`config.mk`:
```
export PLATFORM = sky130hd
export DESIGN_NAME = counter_load_sched
export DESIGN_NICKNAME = d
export VERILOG_FILES = /design/src/rtl/counter_load_sched.sv
export SDC_FILE = /design/constraint.sdc
export NUM_CORES = 1
export LEC_CHECK = 0
export ABC_CLOCK_PERIOD_IN_PS = 1830
export BUFFER_PORTS_ARGS = -buffer_cell sky130_fd_sc_hd__buf_2
export CORE_MARGIN = 2
export CORE_UTILIZATION = 30
export DETAILED_ROUTE_END_ITERATION = 6
export GPL_TIMING_DRIVEN = 0
export PLACE_DENSITY_LB_ADDON = 0.25
export SYNTH_ARGS = -nofsm -noshare
export SYNTH_HDL_FRONTEND = slang
export SYNTH_SLANG_ARGS = --single-unit
```
`constraint.sdc`:
```
create_clock -name clk -period 1.83 [get_ports clk]
set_input_delay 0.0915 -clock clk [delete_from_list [all_inputs] [get_ports clk]]
set_output_delay 0.0915 -clock clk [all_outputs]
set_load 0.1 [all_outputs]
```
`src/rtl/counter_load_sched.sv`:
```
`timescale 1ns/1ps
`default_nettype none
// +----------------------------------------------------------------------------+
// | Module   : counter_load_sched                                              |
// | Purpose  : Round-robin scheduler that lends an external load/increment     |
// |            counter to one requester at a time. Each session loads a start  |
// |            value and then runs until the counter reaches an end value.     |
// |            Define SCHED_TIMEOUT_EN to add a RUN timeout and its output.    |
// | Revision : 1.0  initial release                                            |
// +----------------------------------------------------------------------------+
module counter_load_sched #(
    parameter int WIDTH = 8,
    parameter int NREQ  = 4
) (
    input  logic                    clk,
    input  logic                    rst,
    input  logic [NREQ-1:0]         req,
    input  logic [NREQ*WIDTH-1:0]   start_val,
    input  logic [NREQ*WIDTH-1:0]   end_val,
    output logic [NREQ-1:0]         gnt,
    output logic [NREQ-1:0]         done,
    output logic                    busy,
    output logic                    cnt_load,
    output logic [WIDTH-1:0]        cnt_data_in,
    input  logic [WIDTH-1:0]        cnt_data_out
`ifdef SCHED_TIMEOUT_EN
    ,
    output logic                    timeout
`endif
);

    localparam int IDXW = (NREQ > 1) ? $clog2(NREQ) : 1;

    localparam logic [1:0] S_IDLE = 2'd0;
    localparam logic [1:0] S_LOAD = 2'd1;
    localparam logic [1:0] S_RUN  = 2'd2;
    localparam logic [1:0] S_DONE = 2'd3;

    logic [1:0]       r_state;
    logic [1:0]       w_next_state;
    logic [IDXW-1:0]  r_ptr;
    logic [IDXW-1:0]  r_owner;
    logic [IDXW-1:0]  w_sel;
    logic [IDXW-1:0]  w_owner_inc;
    logic             w_sel_valid;
    logic [WIDTH-1:0] r_start;
    logic [WIDTH-1:0] r_end;
    logic [NREQ-1:0]  w_owner_oh;
    logic             w_owner_req;
    logic             w_match;
    logic             w_leave;
    logic             w_expire;

    // Round-robin search: first set request at or after the priority pointer.
    always_comb begin
        w_sel       = r_ptr;
        w_sel_valid = 1'b0;
        for (int k = 0; k < NREQ; k++) begin
            if (!w_sel_valid && req[(int'(r_ptr) + k) % NREQ]) begin
                w_sel       = IDXW'((int'(r_ptr) + k) % NREQ);
                w_sel_valid = 1'b1;
            end
        end
    end

    always_comb begin
        w_owner_oh = '0;
        for (int i = 0; i < NREQ; i++) begin
            w_owner_oh[i] = (r_owner == IDXW'(i));
        end
    end

    assign w_owner_req = |(req & w_owner_oh);
    assign w_match     = (cnt_data_out == r_end);
    assign w_owner_inc = (r_owner == IDXW'(NREQ - 1)) ? '0 : r_owner + IDXW'(1);
    assign w_leave     = (r_state != S_IDLE) && (w_next_state == S_IDLE);

`ifdef SCHED_TIMEOUT_EN
    logic [WIDTH-1:0] r_run_cnt;
    logic             r_timeout;

    // r_run_cnt holds the number of completed RUN cycles; all-ones marks the
    // 2^WIDTH-th RUN cycle, where an unmatched session gives up.
    assign w_expire = &r_run_cnt;

    always_ff @(posedge clk) begin
        if (rst) begin
            r_run_cnt <= '0;
            r_timeout <= 1'b0;
        end else begin
            r_run_cnt <= (r_state == S_RUN) ? r_run_cnt + WIDTH'(1) : '0;
            r_timeout <= (r_state == S_RUN) && w_owner_req && !w_match && w_expire;
        end
    end

    assign timeout = r_timeout;
`else
    assign w_expire = 1'b0;
`endif

    // State register
    always_ff @(posedge clk) begin
        if (rst) begin
            r_state <= S_IDLE;
        end else begin
            r_state <= w_next_state;
        end
    end

    // Next-state logic; an owner dropping its request takes priority over a match.
    always_comb begin
        w_next_state = r_state;
        case (r_state)
            S_IDLE: begin
                if (w_sel_valid) begin
                    w_next_state = S_LOAD;
                end
            end
            S_LOAD: begin
                w_next_state = w_owner_req ? S_RUN : S_IDLE;
            end
            S_RUN: begin
                if (!w_owner_req) begin
                    w_next_state = S_IDLE;
                end else if (w_match) begin
                    w_next_state = S_DONE;
                end else if (w_expire) begin
                    w_next_state = S_IDLE;
                end
            end
            S_DONE: begin
                w_next_state = S_IDLE;
            end
            default: begin
                w_next_state = S_IDLE;
            end
        endcase
    end

    // Session bookkeeping: owner and operands latched at arbitration, pointer
    // advanced whenever a session ends for any reason.
    always_ff @(posedge clk) begin
        if (rst) begin
            r_ptr   <= '0;
            r_owner <= '0;
            r_start <= '0;
            r_end   <= '0;
        end else begin
            if (r_state == S_IDLE && w_sel_valid) begin
                r_owner <= w_sel;
                r_start <= start_val[int'(w_sel)*WIDTH +: WIDTH];
                r_end   <= end_val[int'(w_sel)*WIDTH +: WIDTH];
            end
            if (w_leave) begin
                r_ptr <= w_owner_inc;
            end
        end
    end

    // Output decode
    always_comb begin
        gnt         = '0;
        done        = '0;
        busy        = (r_state != S_IDLE);
        cnt_load    = 1'b0;
        cnt_data_in = '0;
        case (r_state)
            S_LOAD: begin
                gnt         = w_owner_oh;
                cnt_load    = 1'b1;
                cnt_data_in = r_start;
            end
            S_RUN: begin
                gnt = w_owner_oh;
            end
            S_DONE: begin
                done = w_owner_oh;
            end
            default: begin
                gnt = '0;
            end
        endcase
    end

endmodule
`default_nettype wire

```
== Yosys cells after proc, flatten, opt, wreduce, memory -nomap -nowiden ==
Cells that the tools add are included.

* Word-level logic and storage cells: 71
* Input bits: 78
* Register bits: 22
* Output and inout port bits: 18

* Reduce and logical (&&, ||, !) cells: 17
* Add/sub/neg operators: 4
* Order comparisons: 4
* Shifts and indexed selects: 2
* Eq/ne operators: 7
* Multiplexer cells: 28
* Bitwise gates (word level): 4

{| class="wikitable"
|+ Operator list
! cell !! number
|-
| indexed part select 32 x 6 -> 8 bit || 2
|-
| 2-to-1 mux 2 bit || 8
|-
| < comparator 3 x 4 -> 1 bit (second input constant) || 3
|-
| 2-to-1 mux 1 bit || 12
|-
| binary-select mux 1 bit (select 2 bit) || 4
|-
| == test 2 bit (second input constant) || 4
|-
| == test 8 bit || 1
|-
| 2-to-1 mux 4 bit || 2
|-
| 2-to-1 mux 8 bit || 1
|-
| one-hot mux 2 bit (4 select lines) || 1
|-
| OR reduction 2 bit || 4
|-
| zero test 2 bit || 3
|-
| logical AND 1 bit || 5
|-
| adder 2 x 1 -> 2 bit (second input constant) || 2
|-
| adder 2 bit (second input constant) || 2
|-
| bitwise AND 4 bit || 1
|-
| == test 2 x 1 -> 1 bit (second input constant) || 2
|-
| OR reduction 4 bit || 1
|-
| bitwise AND 1 bit (first input constant) || 3
|-
| zero test 1 bit || 3
|-
| < comparator 2 x 3 -> 1 bit (second input constant) || 1
|-
| nonzero test 2 bit || 1
|}

== Depth between registers and ports, before layout ==
Gate-level depths: netlist of run 1.

* Depth in word-level cells: 18
* Depth in mapped cells: 8

== Worst setup path after synthesis of run 1 ==
No wires, ideal clock.

* Path type: reg2reg
* Start point: reg r_state[0]
* End point: reg r_end[0]
* Cell stages (with the launch flop): 9
* Path buffers: 1
* Period minus slack after synthesis: 2.489 ns
* Library setup time: 0.079 ns
* Required time: 1.751 ns
* Path slack: -0.659 ns
* Arrival time: 2.411 ns
* Cell sequence: dfxtp_1 -> inv_1 -> ha_1 -> inv_1 -> or3_1 -> nor4_2 -> clkbuf_1 -> a32oi_1 -> o221ai_2

* Word-level cells in the longest chain between the ends: 2

{| class="wikitable"
|+ RTL lines
! what !! line !! source
|-
| from (decl) || 39 || <nowiki>logic [1:0] r_state;</nowiki>
|-
| from (signal assigned) || 106 || <nowiki>r_state <= w_next_state;</nowiki>
|-
| zero test 2 bit || 149 || <nowiki>if (r_state == S_IDLE && w_sel_valid) begin</nowiki>
|-
| logical AND 1 bit || 149 ||
|-
| to (signal assigned) || 152 || <nowiki>r_end <= end_val[int'(w_sel)*WIDTH +: WIDTH];</nowiki>
|-
| to (decl) || 47 || <nowiki>logic [WIDTH-1:0] r_end;</nowiki>
|}

No other way between the ends.
A chain may end at the register's enable or synchronous reset.

== Final worst setup path of run 1 ==
* Start point: reg r_state[0]
* End point: reg r_end[1]

The elaborated chain is that of the path after synthesis.

==> run metrics, run 1 <==
die width=79.0 µm; boundary pin count=96; Core Area=5470 µm²; area leader, netlist=dfxtp_1; Peak VDD IR=0.000368 V; Net count, final=393; worst skew pair latency=0.26 ns; Total GRT Usage=0.176; Fmax achieved=520 MHz; complex-gate fraction of the synthesized area=0.286; main combinational cell family by area after synthesis=compound AO/OA/AOI/OAI gates; Setup violations, final=16; layout cells sized above 1=0.566; Setup crit start kind=flop; fraction of registers with async set or reset after synthesis=0; mux contribution to synthesized area=0.108; Synth top cells by count=25 x inv_1, 22 x dfxtp_1, 17 x a32oi_1; vias per cell=4.95; Avg Inst Size Synth=9.01 µm²; status=finished, violations left; # rows=27; Ant. Diodes=0; Lkg Pwr=1.22 nW; adder-cell share of the synthesized area=0.0668; slew margin rel.=0.622; Hold Buf Count CTS=0; antenna violations before repair=0; Final Util=0.492; Worst Setup End Kind=flop; Max-Cap Viols=0; Synth Area in XOR/XNOR=0.0416; largest net degree at the start of global routing=12; routed length per instance=15.2 µm; first drt pass iteration count=4; post-synth top area share=0.261; hold slack final=0.0719 ns; Hold Vio Cnt, Final=0; Final ANT Viol Nets=0; fin worst setup slack=-0.0914 ns; dpl hpwl=3.89 mm; Synth warnings=0; Initial Util=0.308; total CTS buffers=3; Yosys reg bits=22; Worst-path clk slew=0.08 ns; total gr overflow=0; post-synthesis simple-gate area fraction=0.150; clock root buffer=clkbuf_8; Max Transition Viols Final=0; Final min period=1.92 ns; failing checks=setup timing; RSZ-0062 raised after global routing=true; cell area after synthesis=1690 µm²; Residual DRC=0; count leader, synth=inv_1; post-synthesis sequential area ratio=0.261; required time worst endpoint=2.01 ns; CTS tree=done; Vias=1861; DRT iter0 DRCs=46; vias in the first global route=1853; Post-synth EDFFs=0; crit path kind=reg -> reg; final clock skew=0.00216 ns; CP Data Arrival Time=2.10 ns; GP Congestion=0.812; Clock Sink Count=22; worst min path class=in -> reg; Longest Clk Path Bufs=2; H-Tree Depth=1; die area=6230 µm²; IO Port Bufs=95; Critical Path Fanout Max=4; Syn Nets=274; Area contributors post-synth=dfxtp_1 26%, mux2i_1 9.5%, o221ai_2 8.9%, a32oi_1 8.8%, ha_1 6.7%; final wirelength=5.73 mm; synth unique cells=35; area grow syn2layout=59.6%; Top FF cell, synth=dfxtp_1; Slew @ Worst Pin=0.563 ns; Power Density=598 nW/µm²; final cycle utilization of the critical path=1.05; first-pass GRT wire length=8.61 mm; Cells after Synth=187; DIE HEIGHT=79.0 µm
## logic make-up after synthesis
logic type / Yosys count
xor+xnor: 8
mux: 18
buf+inv: 35
compound gates: 52
flops: 22
simple gates: 43
fa+ha+maj: 9
## flip-flops by register name, indices dropped and copies added, names as in the netlist
signal   flops
r_end        8
r_start      8
r_owner      2
r_ptr        2
r_state      2
## layout by cell type (no fill, tap or decap), drive strengths merged, types with 4 or more instances in the layout
master and count:
a21oi 6, a32oi 17, and2 16, buf 121
clkbuf 6, dfxtp 22, ha 9, inv 24
mux2i 16, nand2b 4, nor2 10, nor3 4
o221ai 16, xnor2 8
## metrics by stage
step	TNS, ns	instance area [µm²]	setup slack [ns]	std cells	power [W]
floorplan	-12.14	1730	-0.533	187	0.00100
global placement	-5.73	2300	-0.426	354	0.00118
detailed placement	-5.87	2300	-0.448	354	0.00119
CTS	-1.79	2570	-0.130	371	0.00157
global route	-2.14	2690	-0.151	376	0.00170
finish	-1.14	2690	-0.0914	376	0.00161
## worst paths after layout
| kind | from | end | slack (ns) | cells past startpoint |
|---|---|---|---|---|
| worst max-delay path | r_state[0] | r_end[1] | -0.09 | 8 |
| worst min-delay path | start_val[13] | r_start[5] | 0.07 | 3 |
| worst max register to register | r_state[0] | r_end[1] | -0.09 | 8 |
| worst min register to register | r_start[0] | r_start[0] | 0.49 | 2 |
## worst max-delay path, cell delays in order (launching register included)
cell and delay [ns]:
dfxtp_4 0.36, inv_4 0.06, ha_4 0.14, clkinvlp_4 0.08, or3_4 0.39, or3b_1 0.37, buf_6 0.15, buf_6 0.13
o221ai_2 0.16
## final cells by class
class / instances / area [µm²]
Fill cell: 552 / 2780
Inverter: 25 / 103
Tap cell: 72 / 90.1
Multi-Input combinational cell: 130 / 1250
Timing Repair Buffer: 114 / 661
Clock buffer: 3 / 41.3
Buffer: 10 / 90.1
Sequential cell: 22 / 454
## power by group
part	switching, W	internal, W	total (W)
combinational	0.000413	0.000312	0.000725
sequential	0.0000400	0.000535	0.000575
clock	0.000163	0.000147	0.000310
total	0.000615	0.000993	0.00161
## what timing repair did
action,CTS,global route
hold endpoints to repair,0,0
cloned,2,0
setup buffers,12,5
pin swaps,8,10
setup endpoints to repair,25,26
gates resized for setup,27,25
## routing by layer
layer  share of wire  track usage
met1            0.44        0.221
met2            0.50        0.310
met3           0.054       0.0330
met4           0.012       0.0448
met5               0            0
Note: power is estimated with default switching activity, not from simulation.
==> run 2, diff against run 1 <==
CELL_PAD_IN_SITES_DETAIL_PLACEMENT = 0   (was not set)
CELL_PAD_IN_SITES_GLOBAL_PLACEMENT = 1   (was not set)
CORE_UTILIZATION = 28   (was 30)
==> run 2 against run 1 <==
Compared with the run above:
- the flow still finishes with violations (setup timing)
- sequential power hardly changed
- clock skew hardly changed
- worst hold slack better by 0.013 ns
- fmax is 0.15% higher
- highest routed layer unchanged
- flip-flop and latch count stayed put
- combinational power is 0.7% lower
- core utilization is 2.8 points lower
- register-to-register slack hardly changed
- clock power is 5% lower
- worst setup slack better by 0.0028 ns
- cell area is 1.4% higher
==> run metrics, run 2 (synthesized netlist as in run 1, its figures left out) <==
antenna violations before repair=0 (unchanged); Slew @ Worst Pin=0.620 ns (+0.0575 ns); final clock skew=0.00221 ns (+0.0000490 ns); first-pass GRT wire length=8.02 mm (-6.8%); Longest Clk Path Bufs=2 (unchanged); Final Util=0.464 (-0.0279); routed length per instance=14.2 µm (-7.1%); total CTS buffers=3 (unchanged); Multi-input gate area=1300 µm² (+4.0%); fin worst setup slack=-0.0886 ns (+0.00279 ns); area grow syn2layout=61.9%; Max Transition Viols Final=0 (unchanged); register area=450 µm² (-0.83%); RSZ-0062 raised after global routing=true; Largest regs=r_end: 8 flops, r_start: 8 flops; DIE HEIGHT=81.6 µm (+3.3%); Setup violations, final=16 (unchanged); most common cell after layout, fill and taps aside=buf_2; boundary pin count=96 (unchanged); required time worst endpoint=2.01 ns (about the same); CP endpoint=r_end[2]; Hold Vio Cnt, Final=0 (unchanged); Final min period=1.92 ns (-0.00279 ns); Clock Sink Count=22 (unchanged); # rows=28 (+3.7%); hold_sp=end_val[15]; CTS tree=done; CP Launch Point=r_state[1]; TNS Setup=-1.26 ns (-0.115 ns); hold slack final=0.0847 ns (+0.0128 ns); Total GRT Usage=0.154 (-0.0223); Fmax achieved=521 MHz (+0.15%); Lkg Pwr=1.23 nW (+0.28%); # fillers=609 (+10%); most frequent cells in the layout=88 x buf_2, 21 x inv_1, 19 x buf_4, 18 x dfxtp_1; status=finished, violations left; Critical Path Fanout Max=6 (+2); Peak VDD IR=0.000310 V (-16%); H-Tree Depth=1 (unchanged); Final ANT Viol Nets=0 (unchanged); Core Area=5890 µm² (+7.5%); final cycle utilization of the critical path=1.05 (-0.00153); Max-Cap Viols=0 (unchanged); Setup crit start kind=flop; worst min path class=in -> reg; Net count, final=389 (-1.0%); first drt pass iteration count=5 (+1); vias in the first global route=1704 (-8.0%); R2R Setup Slk=-0.09 ns (about the same); Power Density=584 nW/µm² (-2.3%); die area=6660 µm² (+6.8%); slew margin rel.=0.587 (-0.0352); Vias=1839 (-1.2%); die width=81.6 µm (+3.3%); layout cells sized above 1=0.580 (+0.0142); Ant. Diodes=0 (unchanged); dpl hpwl=3.82 mm (-1.9%); total gr overflow=0 (unchanged); Hold Buf Count CTS=0 (unchanged); Worst-path clk slew=0.07 ns (about the same); reg2reg end=r_end[2]; IO Port Bufs=95 (unchanged); crit path kind=reg -> reg; GP Congestion=0.790 (-2.7%); clock root buffer=clkbuf_8; Residual DRC=0 (unchanged); Worst Setup End Kind=flop; largest net degree at the start of global routing=12 (unchanged); Initial Util=0.286 (-0.0216); RR Startpoint=r_state[1]; CP Data Arrival Time=2.10 ns (about the same); DRT iter0 DRCs=35 (-24%); vias per cell=4.90 (-0.92%); worst skew pair latency=0.26 ns (about the same); Worst R2R Path Depth=7 (-1); failing checks=setup timing; final wirelength=5.31 mm (-7.3%)
==> run 2: changes by cell type in the layout (fill, tap and decap cells not counted), sizes merged <==
cell,previous run,this run
buf,121,116
clkbuf,6,7
==> run 2: final cells by class <==
type                            instances  share of cell area
Timing Repair Buffer                  111               0.241
Clock buffer                            3              0.0151
Tap cell                               75              0.0344
Inverter                               25              0.0385
Multi-Input combinational cell        130               0.477
Sequential cell                        22               0.165
Buffer                                  9              0.0289
==> run 2: where the power goes <==
group	internal (W)	leakage, nW	switching (W)
sequential	0.000535	0.184	0.0000433
clock	0.000147	0.0216	0.000149
combinational	0.000312	1.02	0.000409
total	0.000993	1.23	0.000601
==> run 2: worst max-delay path, stage by stage (launching register included) <==
cell and delay [ns]:
dfxtp_4 0.36, inv_4 0.06, ha_4 0.15, clkinvlp_4 0.10, or3_4 0.40, or3b_4 0.46
buf_6 0.17, o221ai_2 0.15
==> run 2: worst min path at each step <==
| stage | end | slack (ns) | cells after the start |
|---|---|---|---|
| 2_1_floorplan | r_end[1] | 0.25 | 2 |
| 3_3_place_gp | r_end[1] | 0.34 | 3 |
| 3_5_place_dp | r_end[0] | 0.34 | 3 |
| 4_1_cts | r_end[7] | 0.08 | 3 |
| 5_1_grt | r_end[7] | 0.08 | 3 |
| 6_report | r_end[7] | 0.08 | 3 |
==> run 2: timing repair <==
item	in CTS	in global routing
gates resized for setup	36	28
pin swaps	9	9
setup buffers	8	6
hold endpoints to repair	0	0
endpoints found under the setup margin	17	18
gates cloned	2	0
==> run 2: metal layers <==
layer / GRT usage / vias to the layer above / wire length (µm)
li1: - / 932 / -
met2: 0.266 / 52 / 2610
met5: 0 / - / 0
met3: 0.0341 / 2 / 347
met4: 0.0300 / 0 / 15
met1: 0.197 / 853 / 2340
==> run 2: stage by stage <==
step	std cells	setup WS (ns)	area (µm²)	power (W)
finish	375	-0.0886	2730	0.00159
global route	375	-0.174	2730	0.00168
CTS	370	-0.144	2590	0.00156
detailed placement	357	-0.423	2300	0.00118
global placement	357	-0.419	2300	0.00118
floorplan	187	-0.533	1730	0.00100
==> run 3, diff against run 2 <==
CELL_PAD_IN_SITES_DETAIL_PLACEMENT = 1   (was 0)
CELL_PAD_IN_SITES_GLOBAL_PLACEMENT = 2   (was 1)
CORE_UTILIZATION = 22   (was 28)
==> run 3 against run 2 <==
Compared with the run above:
- worst setup slack better by 0.012 ns
- non-clock buffer count up 12
- combinational power up 5.0%
- register-to-register slack about the same
- sequential share of layout area down 0.31 points
- core utilization down 7.9 points
- worst hold slack worse by 0.016 ns
- clock skew up 0.0060 ns
- global-route usage down 0.56 points
- the flow still finishes with violations (setup timing)
==> run metrics, run 3 (synthesized netlist as in run 1, its figures left out) <==
GP Congestion=0.723 (-8.4%); crit path kind=reg -> reg; slew margin rel.=0.516 (-0.0704); total CTS buffers=3 (unchanged); RSZ-0062 raised after global routing=true; Worst-path clk slew=0.09 ns (+0.02 ns); Slew @ Worst Pin=0.720 ns (+0.0996 ns); Hold Vio Cnt, Final=0 (unchanged); worst hold endpoint=r_start[0]; area grow syn2layout=67.3%; Setup crit start kind=flop; Final ANT Viol Nets=0 (unchanged); Non-Filler Instances=412 (+9.9%); Comb pwr share=0.446 (-0.006); fin worst setup slack=-0.0769 ns (+0.0117 ns); Setup violations, final=17 (+1); layout cells sized above 1=0.588 (+0.00786); Longest Clk Path Bufs=2 (unchanged); # rows=31 (+11%); die area=8380 µm² (+26%); Largest regs=r_end: 8 flops, r_start: 8 flops; final cycle utilization of the critical path=1.04 (-0.00641); CP Data Arrival Time=2.11 ns (about the same); worst skew pair latency=0.27 ns (about the same); Lkg Pwr=1.27 nW (+3.8%); Initial Util=0.230 (-0.0564); RR Startpoint=r_state[0]; Peak VDD IR=0.000333 V (+7.5%); boundary pin count=96 (unchanged); Vias=1938 (+5.4%); sequential power share=0.340 (-0.023); clock share of power=0.214 (+0.029); required time worst endpoint=2.03 ns (+0.02 ns); R2R Setup Slk=-0.08 ns (about the same); largest net degree at the start of global routing=13 (+1); Residual DRC=0 (unchanged); Ant. Diodes=0 (unchanged); CP Launch Point=r_state[0]; Power Density=601 nW/µm² (+2.9%); pre-CTS setup slack=-0.510 ns (-0.0863 ns); Hold Buf Count CTS=0 (unchanged); Worst Setup End Kind=flop; Clock Sink Count=22 (unchanged); Hold Path Depth=3 (unchanged); Fmax achieved=524 MHz (+0.62%); DIE HEIGHT=91.5 µm (+12%); final wirelength=6.58 mm (+24%); H-Tree Depth=1 (unchanged); reg2reg end=r_end[3]; worst min path class=in -> reg; NetSw=0.000635 W (+5.8%); clock root buffer=clkbuf_8; routed length per instance=16.0 µm (+13%); Critical Path Fanout Max=4 (-2); first-pass GRT wire length=10.0 mm (+25%); Net Sw Frac=0.375 (-0.00191); Total GRT Usage=0.148 (-0.00562); die width=91.5 µm (+12%); dpl cells=381 (+6.7%); # fillers=879 (+44%); antenna violations before repair=0 (unchanged); most common cell after layout, fill and taps aside=buf_2; total gr overflow=0 (unchanged); IO Port Bufs=95 (unchanged); Net count, final=401 (+3.1%); vias per cell=4.70 (-4.1%); Core Area=7330 µm² (+25%); dpl hpwl=4.59 mm (+20%); Max-Cap Viols=0 (unchanged); first drt pass iteration count=4 (-1); status=finished, violations left; vias in the first global route=2020 (+19%); most frequent cells in the layout=95 x buf_2, 26 x buf_4, 20 x inv_1, 17 x dfxtp_1; Worst R2R Path Depth=8 (+1); failing checks=setup timing; hold_sp=start_val[8]; Int Pwr=0.00106 W (+6.6%); Max Transition Viols Final=0 (unchanged); CTS tree=done; final clock skew=0.00826 ns (+0.00605 ns); Final min period=1.91 ns (-0.0117 ns); DRT iter0 DRCs=70 (+100%)
-- run 3: cell types whose count changed in the layout (fill, tap and decap cells not counted), sizes merged --
cell  before  now
buf      116  129
-- run 3: final cells by class --
class	count	area, µm²	area share
inverters	25	108	0.0382
well taps	99	124	0.0439
clock buffers	4	55.1	0.0195
flip-flops and latches	22	457	0.162
multi-input cells	130	1270	0.450
repair buffers	122	721	0.256
plain buffers	10	86.3	0.0306
-- run 3: through the flow --
| stage | power [W] | instance area, µm² | hold slack [ns] | setup TNS [ns] | util |
|---|---|---|---|---|---|
| final | 0.00169 | 2820 | 0.0685 | -1.18 | 0.385 |
| after global routing | 0.00180 | 2820 | 0.0640 | -2.39 | 0.385 |
| after CTS | 0.00166 | 2650 | 0.0646 | -2.16 | 0.361 |
| after detailed placement | 0.00120 | 2330 | 0.351 | -6.86 | 0.318 |
| after global placement | 0.00119 | 2330 | 0.339 | -6.58 | 0.318 |
| after floorplan | 0.00100 | 1730 | 0.248 | -12.14 | - |
-- run 3: worst max path at each step --
stage / end / slack (ns) / depth (start not counted)
final: r_end[3] / -0.08 / 8
after global routing: r_end[7] / -0.16 / 8
after detailed placement: r_start[6] / -0.51 / 7
after global placement: r_start[3] / -0.50 / 7
after floorplan: r_end[0] / -0.53 / 8
after CTS: r_end[0] / -0.14 / 8
-- run 3: routing by layer --
layer | vias to the layer above | global-route usage | share of wire
met1 | 905 | 0.182 | 0.41
met5 | - | 0 | 0
met3 | 4 | 0.0456 | 0.080
li1 | 963 | - | -
met4 | 0 | 0.0227 | 0.0052
met2 | 66 | 0.258 | 0.50
-- run 3: critical path: stages, from the launching register on --
cell and delay, ns:
dfxtp_4 0.37, inv_6 0.06, ha_4 0.15, clkinvlp_4 0.08, or3_4 0.39, or3b_1 0.37
buf_6 0.15, buf_4 0.14, o221ai_2 0.14
-- run 3: repair_timing --
action | in CTS | in global routing
setup buffers | 15 | 11
pin swaps | 7 | 11
gates cloned | 1 | 1
setup endpoints to repair | 25 | 27
endpoints found under the hold margin | 0 | 0
gates resized for setup | 32 | 30
-- run 3: power groups by stage --
stage,Sequential [W],Combinational [W],Clock (W)
floorplan,0.000574,0.000431,0
global placement,0.000585,0.000609,0
detailed placement,0.000585,0.000613,0
CTS,0.000573,0.000711,0.000378
global route,0.000584,0.000815,0.000398
finish,0.000577,0.000756,0.000362
